<file path="src/rtl/alu_pkg.sv">
// Shared definitions for the ALU issue stage.
//   - ALU select encodings and issue-stage op codes
//   - skid-buffer state enum and buffered entry payload
package alu_pkg;

   // Operand width of the downstream ALU; the issue stage WIDTH must equal this.
   localparam int unsigned DATA_W = 32;

   // ALU select encodings
   localparam logic [3:0] SEL_AND = 4'b0000;
   localparam logic [3:0] SEL_OR  = 4'b0001;
   localparam logic [3:0] SEL_ADD = 4'b0010;
   localparam logic [3:0] SEL_NOP = 4'b1111;

   // Issue op codes (all others are illegal)
   localparam logic [2:0] OP_AND = 3'b000;
   localparam logic [2:0] OP_OR  = 3'b001;
   localparam logic [2:0] OP_ADD = 3'b010;

   typedef enum logic [1:0] {
      EMPTY = 2'd0,
      ONE   = 2'd1,
      FULL  = 2'd2
   } state_t;

   typedef struct packed {
      logic [DATA_W-1:0] a;
      logic [DATA_W-1:0] b;
      logic [3:0]        sel;
      logic              illegal;
   } entry_t;

endpackage

</file>
<file path="src/rtl/alu_op_decode.sv">
// Combinational op decode: 3-bit issue op -> 4-bit ALU select plus illegal flag.
// Undefined ops map to the NOP select so they still flow through the ALU.
//   op        : issue op code
//   sel_c     : ALU select
//   illegal_c : op was undefined
module alu_op_decode
   import alu_pkg::*;
(
   input  logic [2:0] op,
   output logic [3:0] sel_c,
   output logic       illegal_c
);

   always_comb begin
      sel_c     = SEL_NOP;
      illegal_c = 1'b1;
      unique case (op)
         OP_AND: begin sel_c = SEL_AND; illegal_c = 1'b0; end
         OP_OR:  begin sel_c = SEL_OR;  illegal_c = 1'b0; end
         OP_ADD: begin sel_c = SEL_ADD; illegal_c = 1'b0; end
         default: ;
      endcase
   end

endmodule

</file>
<file path="src/rtl/alu_issue_stage.sv">
// Operand/opcode issue stage in front of the 32-bit ALU. Accepts ops on a
// valid/ready interface, decodes them and holds them in a 2-entry skid buffer
// (main register drives the ALU, skid register absorbs one extra op), so the
// ALU inputs stay stable while the consumer stalls.
// Optional macro ALU_ISSUE_FWD_EN adds fwd_data/in_fwd_a/in_fwd_b, which
// replace in_a/in_b with fwd_data at accept.
// Ports:
//   clk, rst_n            : clock, async active-low reset
//   in_valid/in_ready     : upstream handshake; in_op, in_a, in_b payload
//   out_valid/out_ready   : ALU-side handshake
//   A, B, ALU_Sel, illegal: registered operation presented to the ALU
//   issue_cnt             : wrapping count of completed output transfers
module alu_issue_stage
   import alu_pkg::*;
#(
   parameter int unsigned WIDTH = 32,
   parameter int unsigned CNT_W = 16
) (
   input  logic             clk,
   input  logic             rst_n,
   input  logic             in_valid,
   output logic             in_ready,
   input  logic [2:0]       in_op,
   input  logic [WIDTH-1:0] in_a,
   input  logic [WIDTH-1:0] in_b,
`ifdef ALU_ISSUE_FWD_EN
   input  logic [WIDTH-1:0] fwd_data,
   input  logic             in_fwd_a,
   input  logic             in_fwd_b,
`endif
   output logic             out_valid,
   input  logic             out_ready,
   output logic [WIDTH-1:0] A,
   output logic [WIDTH-1:0] B,
   output logic [3:0]       ALU_Sel,
   output logic             illegal,
   output logic [CNT_W-1:0] issue_cnt
);

   state_t           state_q, state_d;
   entry_t           main_q, main_d;
   entry_t           skid_q, skid_d;
   logic [CNT_W-1:0] cnt_d;
   logic             in_ready_d, out_valid_d;

   logic [3:0]       dec_sel;
   logic             dec_illegal;
   entry_t           in_entry;
   logic             acc, tkn;

   alu_op_decode u_dec (
      .op        (in_op),
      .sel_c     (dec_sel),
      .illegal_c (dec_illegal)
   );

   // Incoming entry, with optional operand forwarding
   always_comb begin
      in_entry.a       = DATA_W'(in_a);
      in_entry.b       = DATA_W'(in_b);
      in_entry.sel     = dec_sel;
      in_entry.illegal = dec_illegal;
`ifdef ALU_ISSUE_FWD_EN
      if (in_fwd_a) in_entry.a = DATA_W'(fwd_data);
      if (in_fwd_b) in_entry.b = DATA_W'(fwd_data);
`endif
   end

   assign acc = in_valid && in_ready;
   assign tkn = out_valid && out_ready;

   // Next-state, buffer movement and flag decode
   always_comb begin
      state_d = state_q;
      main_d  = main_q;
      skid_d  = skid_q;
      cnt_d   = issue_cnt;

      unique case (state_q)
         EMPTY: begin
            if (acc) begin
               main_d  = in_entry;
               state_d = ONE;
            end
         end
         ONE: begin
            if (acc && !tkn) begin
               skid_d  = in_entry;
               state_d = FULL;
            end else if (!acc && tkn) begin
               state_d = EMPTY;
            end else if (acc && tkn) begin
               main_d  = in_entry;
            end
         end
         FULL: begin
            // in_ready is low here, so only the take can happen
            if (tkn) begin
               main_d  = skid_q;
               state_d = ONE;
            end
         end
         default: state_d = EMPTY;
      endcase

      if (tkn) cnt_d = issue_cnt + CNT_W'(1);

      // Handshake flags are registered copies of the next-state decode
      in_ready_d  = (state_d != FULL);
      out_valid_d = (state_d != EMPTY);
   end

   // State and payload registers
   always_ff @(posedge clk or negedge rst_n) begin
      if (!rst_n) begin
         state_q   <= EMPTY;
         main_q    <= '0;
         skid_q    <= '0;
         issue_cnt <= '0;
         in_ready  <= 1'b1;
         out_valid <= 1'b0;
      end else begin
         state_q   <= state_d;
         main_q    <= main_d;
         skid_q    <= skid_d;
         issue_cnt <= cnt_d;
         in_ready  <= in_ready_d;
         out_valid <= out_valid_d;
      end
   end

   assign A       = WIDTH'(main_q.a);
   assign B       = WIDTH'(main_q.b);
   assign ALU_Sel = main_q.sel;
   assign illegal = main_q.illegal;

endmodule
</file>
<file path="config.mk">
export PLATFORM = sky130hd
export DESIGN_NAME = alu_issue_stage
export DESIGN_NICKNAME = d
export VERILOG_FILES = /design/src/rtl/alu_pkg.sv /design/src/rtl/alu_op_decode.sv /design/src/rtl/alu_issue_stage.sv
export SDC_FILE = /design/constraint.sdc
export NUM_CORES = 1
export LEC_CHECK = 0
export CELL_PAD_IN_SITES_DETAIL_PLACEMENT = 1
export CELL_PAD_IN_SITES_GLOBAL_PLACEMENT = 2
export CORE_MARGIN = 8
export CORE_UTILIZATION = 26
export DETAILED_ROUTE_END_ITERATION = 8
export GPL_TIMING_DRIVEN = 1
export HOLD_SLACK_MARGIN = 0.08
export PLACE_DENSITY_LB_ADDON = 0.1
export SYNTH_ARGS = -nofsm -noshare
export SYNTH_HDL_FRONTEND = slang
export SYNTH_SLANG_ARGS = --single-unit
</file>
<file path="constraint.sdc">
create_clock -name clk -period 1.6 [get_ports clk]
set_input_delay 0.24 -clock clk [delete_from_list [all_inputs] [get_ports clk]]
set_output_delay 0.24 -clock clk [all_outputs]
set_load 0.1 [all_outputs]
</file>
==> results.txt, run 1 <==
----------------------------------------------------
[Route]
  Per-cell routed wire length ... 18.0 um
  Router iterations before antenna repair ... 4
  Initial DRC Count ... 172
  Routed via count divided by cell count ... 4.54
  Total via count after detailed routing ... 5783
  Drc violations ... 0
  Post-route ant nets ... 0
  Post-detailed-routing wire length ... 22.9 mm

[Worst setup path]
  Critical path startpoint category ... flop
  Endpoint arrival time on the critical path ... 2.07 ns
  Kind of end point of the critical path ... flop
  Crit path top cell by count ... clkbuf_16
  Largest delay share family, worst path ... flip-flops
  Worst stage delay on the critical path ... 0.63 ns
  Type of the worst setup path ... flop to flop
  CP Cell Sequence ... nand2_4 > o32ai_4 > buf_12 > clkbuf_16 > clkbuf_16 > nor2_1 > a31oi_1
  Count of buffering cells on the critical path with inverters included ... 3
  Data required time of the worst path ... 1.93 ns
  Cell with the largest stage delay on the worst path ... dfstp_4
  Critical path peak fanout ... 6

[Logic synthesis]
  Area fraction in compound gates after synthesis ... 0.0814
  Syn avg cell area ... 8.79 um2
  Fraction of synthesized cell area in xor and xnor cells ... 0.0203
  Cells after Synth ... 737
  Count of state elements after synthesis ... 156
  Synth Area in Adders ... 0.00193
  Mux share of post-synthesis cell area ... 0.00174
  Largest family of logic cells by synthesized area ... simple AND/OR/NAND/NOR gates
  Seq/Total Area, Yosys ... 0.603
  Simple-gate share of the synthesized area ... 0.256
  Post-synth top flop ... dfrtp_1
  Count of flip-flops with a built-in enable after synthesis ... 0
  Post-synth design cell area ... 0.00647 mm2
  Async set or reset register ratio after synthesis ... 1.00
  Yosys warns ... 0
  Synth cell types ... 33
  Post-Syn Nets ... 809

[Timing]
  Final setup fails ... 136
  Final worst setup slack ... -0.136 ns
  Unrepaired setup endpoints after global routing ... yes
  Transition time at the pin with the least slew margin ... 0.385 ns
  Highest clock frequency the design can meet ... 576 MHz
  Clock skew after layout ... 0.0128 ns
  Number of hold violations in the final report ... 0
  Final Max Slew Viols ... 0
  Worst relative slew slack ... 0.744
  Hold slack ... 0.275 ns
  Min Clock Period, post-route ... 1.74 ns
  Final critical-path share of the clock period ... 1.09

[Final layout]
  Final core utilization ... 0.463
  Fraction of layout cells with a size suffix above 1 ... 0.302
  Highest-count cells in the layout ignoring fill and taps ... 299 x nand2_1, 140 x dfrtp_1, 108 x buf_12, 69 x clkdlybuf4s50_1, 60 x a31oi_1
  Ant diodes ... 0
  Most common cell after layout, fill and taps aside ... nand2_1
  Area overhead of the layout relative to synthesis ... 74.2%
  Count of nets after finishing ... 1008
  Cell area after layout ... 0.0113 mm2

[Clock tree]
  H-tree depth ... 4
  Clock Tree Root ... clkbuf_16
  Clock input transition at the sequential cells of the worst setup and hold paths ... 0.07 ns
  Later-pin clock latency in the skew report ... 0.43 ns
  Clock buffer count from CTS ... 17
  Buffer depth of the longest clock path ... 2
  CTS tree ... built
  CTS Sinks ... 156

[Placed design]
  Port-buffer cells ... 157
  Final Wtd Congestion ... 0.731
  HPWL reported at the end of detailed placement ... 14.7 mm
  Placed cell areas ... 0.00976 mm2
  Post-placement setup slack ... -0.385 ns

[GRT]
  Number of antenna violations at the first check in global routing ... 0
  Global-route wire length before repair ... 34.8 mm
  GR Overflow Total ... 0
  GRT Total Usage ... 0.144
  Maximum number of pins on one net before global-route repair ... 56
  Vias in the first global route ... 6312

[Outcome]
  Outcome ... finished with violations
  Violations in the final reports ... negative setup slack

[Floorplan]
  Y dimension of the die ... 174 um
  Initial standard-cell utilization of the core ... 0.265
  Core area ... 0.0244 mm2
  Top-Level Pins ... 158
  Area of the die ... 0.0302 mm2
  Die outline width ... 174 um
  Rows ... 57

[Hold path]
  Class of the tightest hold or removal check ... primary input to async pin

[Job]
  Count of maximum capacitance violations ... 0

----------------------------------------------------
stage by stage:
stage | setup TNS, ns | cells
after floorplan | -20.92 | 737
after global placement | -38.77 | 1212
after detailed placement | -43.22 | 1212
after CTS | -8.42 | 1256
after global routing | -18.67 | 1273
final | -10.12 | 1273
cell usage after synthesis (all sizes together), types with 2 or more instances:
cell type | n | area (um2)
a31oi | 65 | 407
inv | 2 | 7.50
xnor2 | 8 | 70.1
o21a | 2 | 15.0
nand4 | 2 | 12.5
a21oi | 7 | 35.0
nor3 | 2 | 10.0
xor2 | 7 | 61.3
and3 | 2 | 12.5
buf | 25 | 139
dfrtp | 155 | 3880
nor4 | 2 | 12.5
nand2 | 335 | 1260
clkbuf | 22 | 82.6
o21ai | 7 | 35.0
nor2 | 77 | 289
nand3 | 5 | 25.0
area by class of cell:
type	count	area [um2]
inverters	2	7.51
flip-flops and latches	156	3960
multi-input cells	532	2760
repair buffers	227	3560
well taps	324	405
clock buffers	18	439
clock inverters	14	146
fillers	2642	13100
path summary, 6_finish.rpt:
check,startpoint,slack (ns),depth (start not counted),end
hold reg to reg,skid_q[65],0.48,2,skid_q[65]
setup / recovery,in_ready,-0.14,7,A[9]
setup reg to reg,in_ready,-0.14,7,A[9]
hold / removal,rst_n,0.27,2,issue_cnt[9]
max in group asynchronous,rst_n,0.71,3,skid_q[0]
min in group clk,in_b[7],0.38,3,skid_q[12]
state kept, by name (all words and copies together) (netlist names):
register / cells
skid_q: 68
A: 32
B: 32
issue_cnt: 16
ALU_Sel: 3
state_q: 2
illegal: 1
in_ready: 1
out_valid: 1
routing by layer:
| layer | track usage | vias to the layer above | routed length (um) |
|---|---|---|---|
| met5 | 0 | - | 0 |
| met4 | 0.0442 | 0 | 225 |
| met3 | 0.0344 | 14 | 812 |
| met2 | 0.246 | 95 | 11700 |
| met1 | 0.176 | 2895 | 10200 |
| li1 | - | 2779 | - |
cell families after synthesis:
family          count (synthesis)
flops                         156
simple gates                  430
buf+inv                        49
xor+xnor                       15
fa+ha+maj                       1
compound gates                 85
mux                             1
repair_timing:
item                                    CTS  global route
hold buffers                              1             0
setup buffers                             7             6
gates resized for setup                  18           101
endpoints found under the setup margin  133           143
cloned                                    4            11
endpoints found under the hold margin   152             0
pin swaps                                 4            16
Power of run 1 is left out: the tool's default activity adds up to more than one toggle a clock period on the data nets, which glitch-free logic cannot reach.
==> inputs of run 2 (changes only) <==
--- a/config.mk
+++ b/config.mk
@@ -13,6 +13,8 @@
 export GPL_TIMING_DRIVEN = 1
 export HOLD_SLACK_MARGIN = 0.08
 export PLACE_DENSITY_LB_ADDON = 0.1
+export SKIP_LAST_GASP = 1
+export SLEW_MARGIN = 20
 export SYNTH_ARGS = -nofsm -noshare
 export SYNTH_HDL_FRONTEND = slang
 export SYNTH_SLANG_ARGS = --single-unit
==> results.txt, run 2 (synthesized netlist as in run 1, its figures left out) <==
----------------------------------------------------
[Clock tree]
  Clock input transition at the sequential cells of the worst setup and hold paths ... 0.07 ns (about the same)
  Clock Tree Root ... clkbuf_16
  Clock buffer count from CTS ... 17 (unchanged)
  H-tree depth ... 4 (unchanged)
  CTS Sinks ... 156 (unchanged)
  Later-pin clock latency in the skew report ... 0.43 ns (about the same)
  CTS tree ... built
  Buffer depth of the longest clock path ... 2 (unchanged)

[Route]
  Total via count after detailed routing ... 5850 (+1.2%)
  Per-cell routed wire length ... 18.2 um (+1.2%)
  Drc violations ... 0 (unchanged)
  Initial DRC Count ... 207 (+20%)
  Routed via count divided by cell count ... 4.59 (+1.0%)
  Router iterations before antenna repair ... 4 (unchanged)
  Post-route ant nets ... 0 (unchanged)
  Post-detailed-routing wire length ... 23.2 mm (+1.4%)

[Placed design]
  Placed cell areas ... 0.00976 mm2 (unchanged)
  Final Wtd Congestion ... 0.731 (unchanged)
  HPWL reported at the end of detailed placement ... 14.7 mm (unchanged)
  Port-buffer cells ... 157 (unchanged)

[Final layout]
  Count of nets after finishing ... 1010 (+0.20%)
  Register Area ... 0.00396 mm2 (unchanged)
  Ant diodes ... 0 (unchanged)
  Flip-flop count of the largest register after layout ... 68 (unchanged)
  Highest-count cells in the layout ignoring fill and taps ... 330 x nand2_1, 140 x dfrtp_1, 107 x buf_12, 69 x clkdlybuf4s50_1, 61 x a31oi_1
  Final-layout fill cell count ... 2638 (-0.15%)
  Biggest register ... skid_q
  Cell area after layout ... 0.0112 mm2 (-0.67%)
  Final core utilization ... 0.459 (-0.00308)
  Fraction of layout cells with a size suffix above 1 ... 0.270 (-0.0322)
  Area overhead of the layout relative to synthesis ... 73.1%
  Most common cell after layout, fill and taps aside ... nand2_1
  Total area of multi-input combinational cells ... 0.00266 mm2 (-3.6%)

[Job]
  Count of maximum capacitance violations ... 0 (unchanged)

[Timing]
  Final critical-path share of the clock period ... 1.08 (-0.00684)
  Final setup fails ... 134 (-1.5%)
  Final worst setup slack ... -0.125 ns (+0.0109 ns)
  Worst relative slew slack ... 0.740 (-0.00387)
  Unrepaired setup endpoints after global routing ... yes
  Min Clock Period, post-route ... 1.73 ns (-0.0109 ns)
  Number of hold violations in the final report ... 0 (unchanged)
  Final Max Slew Viols ... 0 (unchanged)
  Transition time at the pin with the least slew margin ... 0.391 ns (+0.00581 ns)
  Clock skew after layout ... 0.0124 ns (-0.000448 ns)
  Highest clock frequency the design can meet ... 580 MHz (+0.63%)

[Worst setup path]
  Crit path top cell by count ... clkbuf_16
  Startpoint of the most critical register-to-register path ... in_ready
  Cell with the largest stage delay on the worst path ... dfstp_4
  Worst reg-to-reg setup slack ... -0.13 ns (about the same)
  Type of the worst setup path ... flop to flop
  Endpoint arrival time on the critical path ... 2.06 ns (about the same)
  Stages on the worst setup path ... 7 (unchanged)
  Worst stage delay on the critical path ... 0.63 ns (about the same)
  Depth of the worst register-to-register path ... 7 (unchanged)
  Count of buffering cells on the critical path with inverters included ... 3 (unchanged)
  Largest delay share family, worst path ... flip-flops
  CP Cell Sequence ... nand2_4 > o32ai_4 > buf_12 > clkbuf_16 > clkbuf_16 > nor2_1 > a31oi_1
  Critical path peak fanout ... 6 (unchanged)
  Kind of end point of the critical path ... flop
  RR Endpoint ... A[9]
  Data required time of the worst path ... 1.93 ns (about the same)
  Critical path startpoint category ... flop

[GRT]
  Number of antenna violations at the first check in global routing ... 0 (unchanged)
  GR Overflow Total ... 0 (unchanged)
  Global-route wire length before repair ... 34.8 mm (about the same)
  Maximum number of pins on one net before global-route repair ... 56 (unchanged)
  GRT Total Usage ... 0.144 (about the same)
  Vias in the first global route ... 6303 (-0.14%)

[Floorplan]
  Core area ... 0.0244 mm2 (unchanged)
  Area of the die ... 0.0302 mm2 (unchanged)
  Y dimension of the die ... 174 um (unchanged)
  Top-Level Pins ... 158 (unchanged)
  Rows ... 57 (unchanged)
  Initial standard-cell utilization of the core ... 0.265 (unchanged)
  Die outline width ... 174 um (unchanged)

[Outcome]
  Violations in the final reports ... negative setup slack
  Outcome ... finished with violations

[Hold path]
  Class of the tightest hold or removal check ... primary input to async pin

----------------------------------------------------
[run 2: changes by cell type in the layout (fill, tap and decap cells not counted), moves of 3 or more]
cell / change
nand2_1: +31
nand2_2: -28
nand2_4: -3
nor2_2: -3
[run 2: worst max-delay path by stage]
| stage | to | slack, ns | startpoint |
|---|---|---|---|
| 3_3_place_gp | skid_q[1] | -0.32 | out_ready |
| 2_1_floorplan | skid_q[58] | -0.23 | in_ready |
| 4_1_cts | skid_q[60] | -0.11 | in_ready |
| 5_1_grt | A[9] | -0.18 | in_ready |
| 3_5_place_dp | B[2] | -0.39 | out_ready |
| 6_report | A[9] | -0.13 | in_ready |
[run 2: repair_timing]
action                                 4_1_cts  5_1_grt
buffers inserted                             7        6
endpoints found under the hold margin      152        0
pin swaps                                    1        6
gates resized for setup                     10       73
cloned                                       4       14
hold buffers                                 1        0
setup endpoints to repair                  133      143
[run 2: area by class of cell]
cell class	count	share of cell area
multi-input cells	532	0.238
well taps	324	0.0362
repair buffers	229	0.320
clock inverters	14	0.0131
flip-flops and latches	156	0.353
clock buffers	18	0.0392
inverters	2	0.000670
[run 2: layer usage]
metal | GRT usage | wire length [um] | vias up
met5 | 0 | 0 | -
met4 | 0.0442 | 243 | 0
met3 | 0.0342 | 918 | 16
met2 | 0.246 | 11700 | 118
met1 | 0.176 | 10300 | 2934
li1 | - | - | 2782
[run 2: metrics by stage]
| stage | setup slack [ns] | setup TNS [ns] | instances | hold WS [ns] |
|---|---|---|---|---|
| after floorplan | -0.225 | -20.92 | 737 | -0.0556 |
| after detailed placement | -0.385 | -43.22 | 1212 | 0.150 |
| final | -0.125 | -9.95 | 1275 | 0.277 |
| after global routing | -0.183 | -18.87 | 1275 | 0.279 |
| after CTS | -0.111 | -8.64 | 1256 | 0.264 |
| after global placement | -0.316 | -38.77 | 1212 | 0.148 |
Power of run 2 is left out for the same reason.
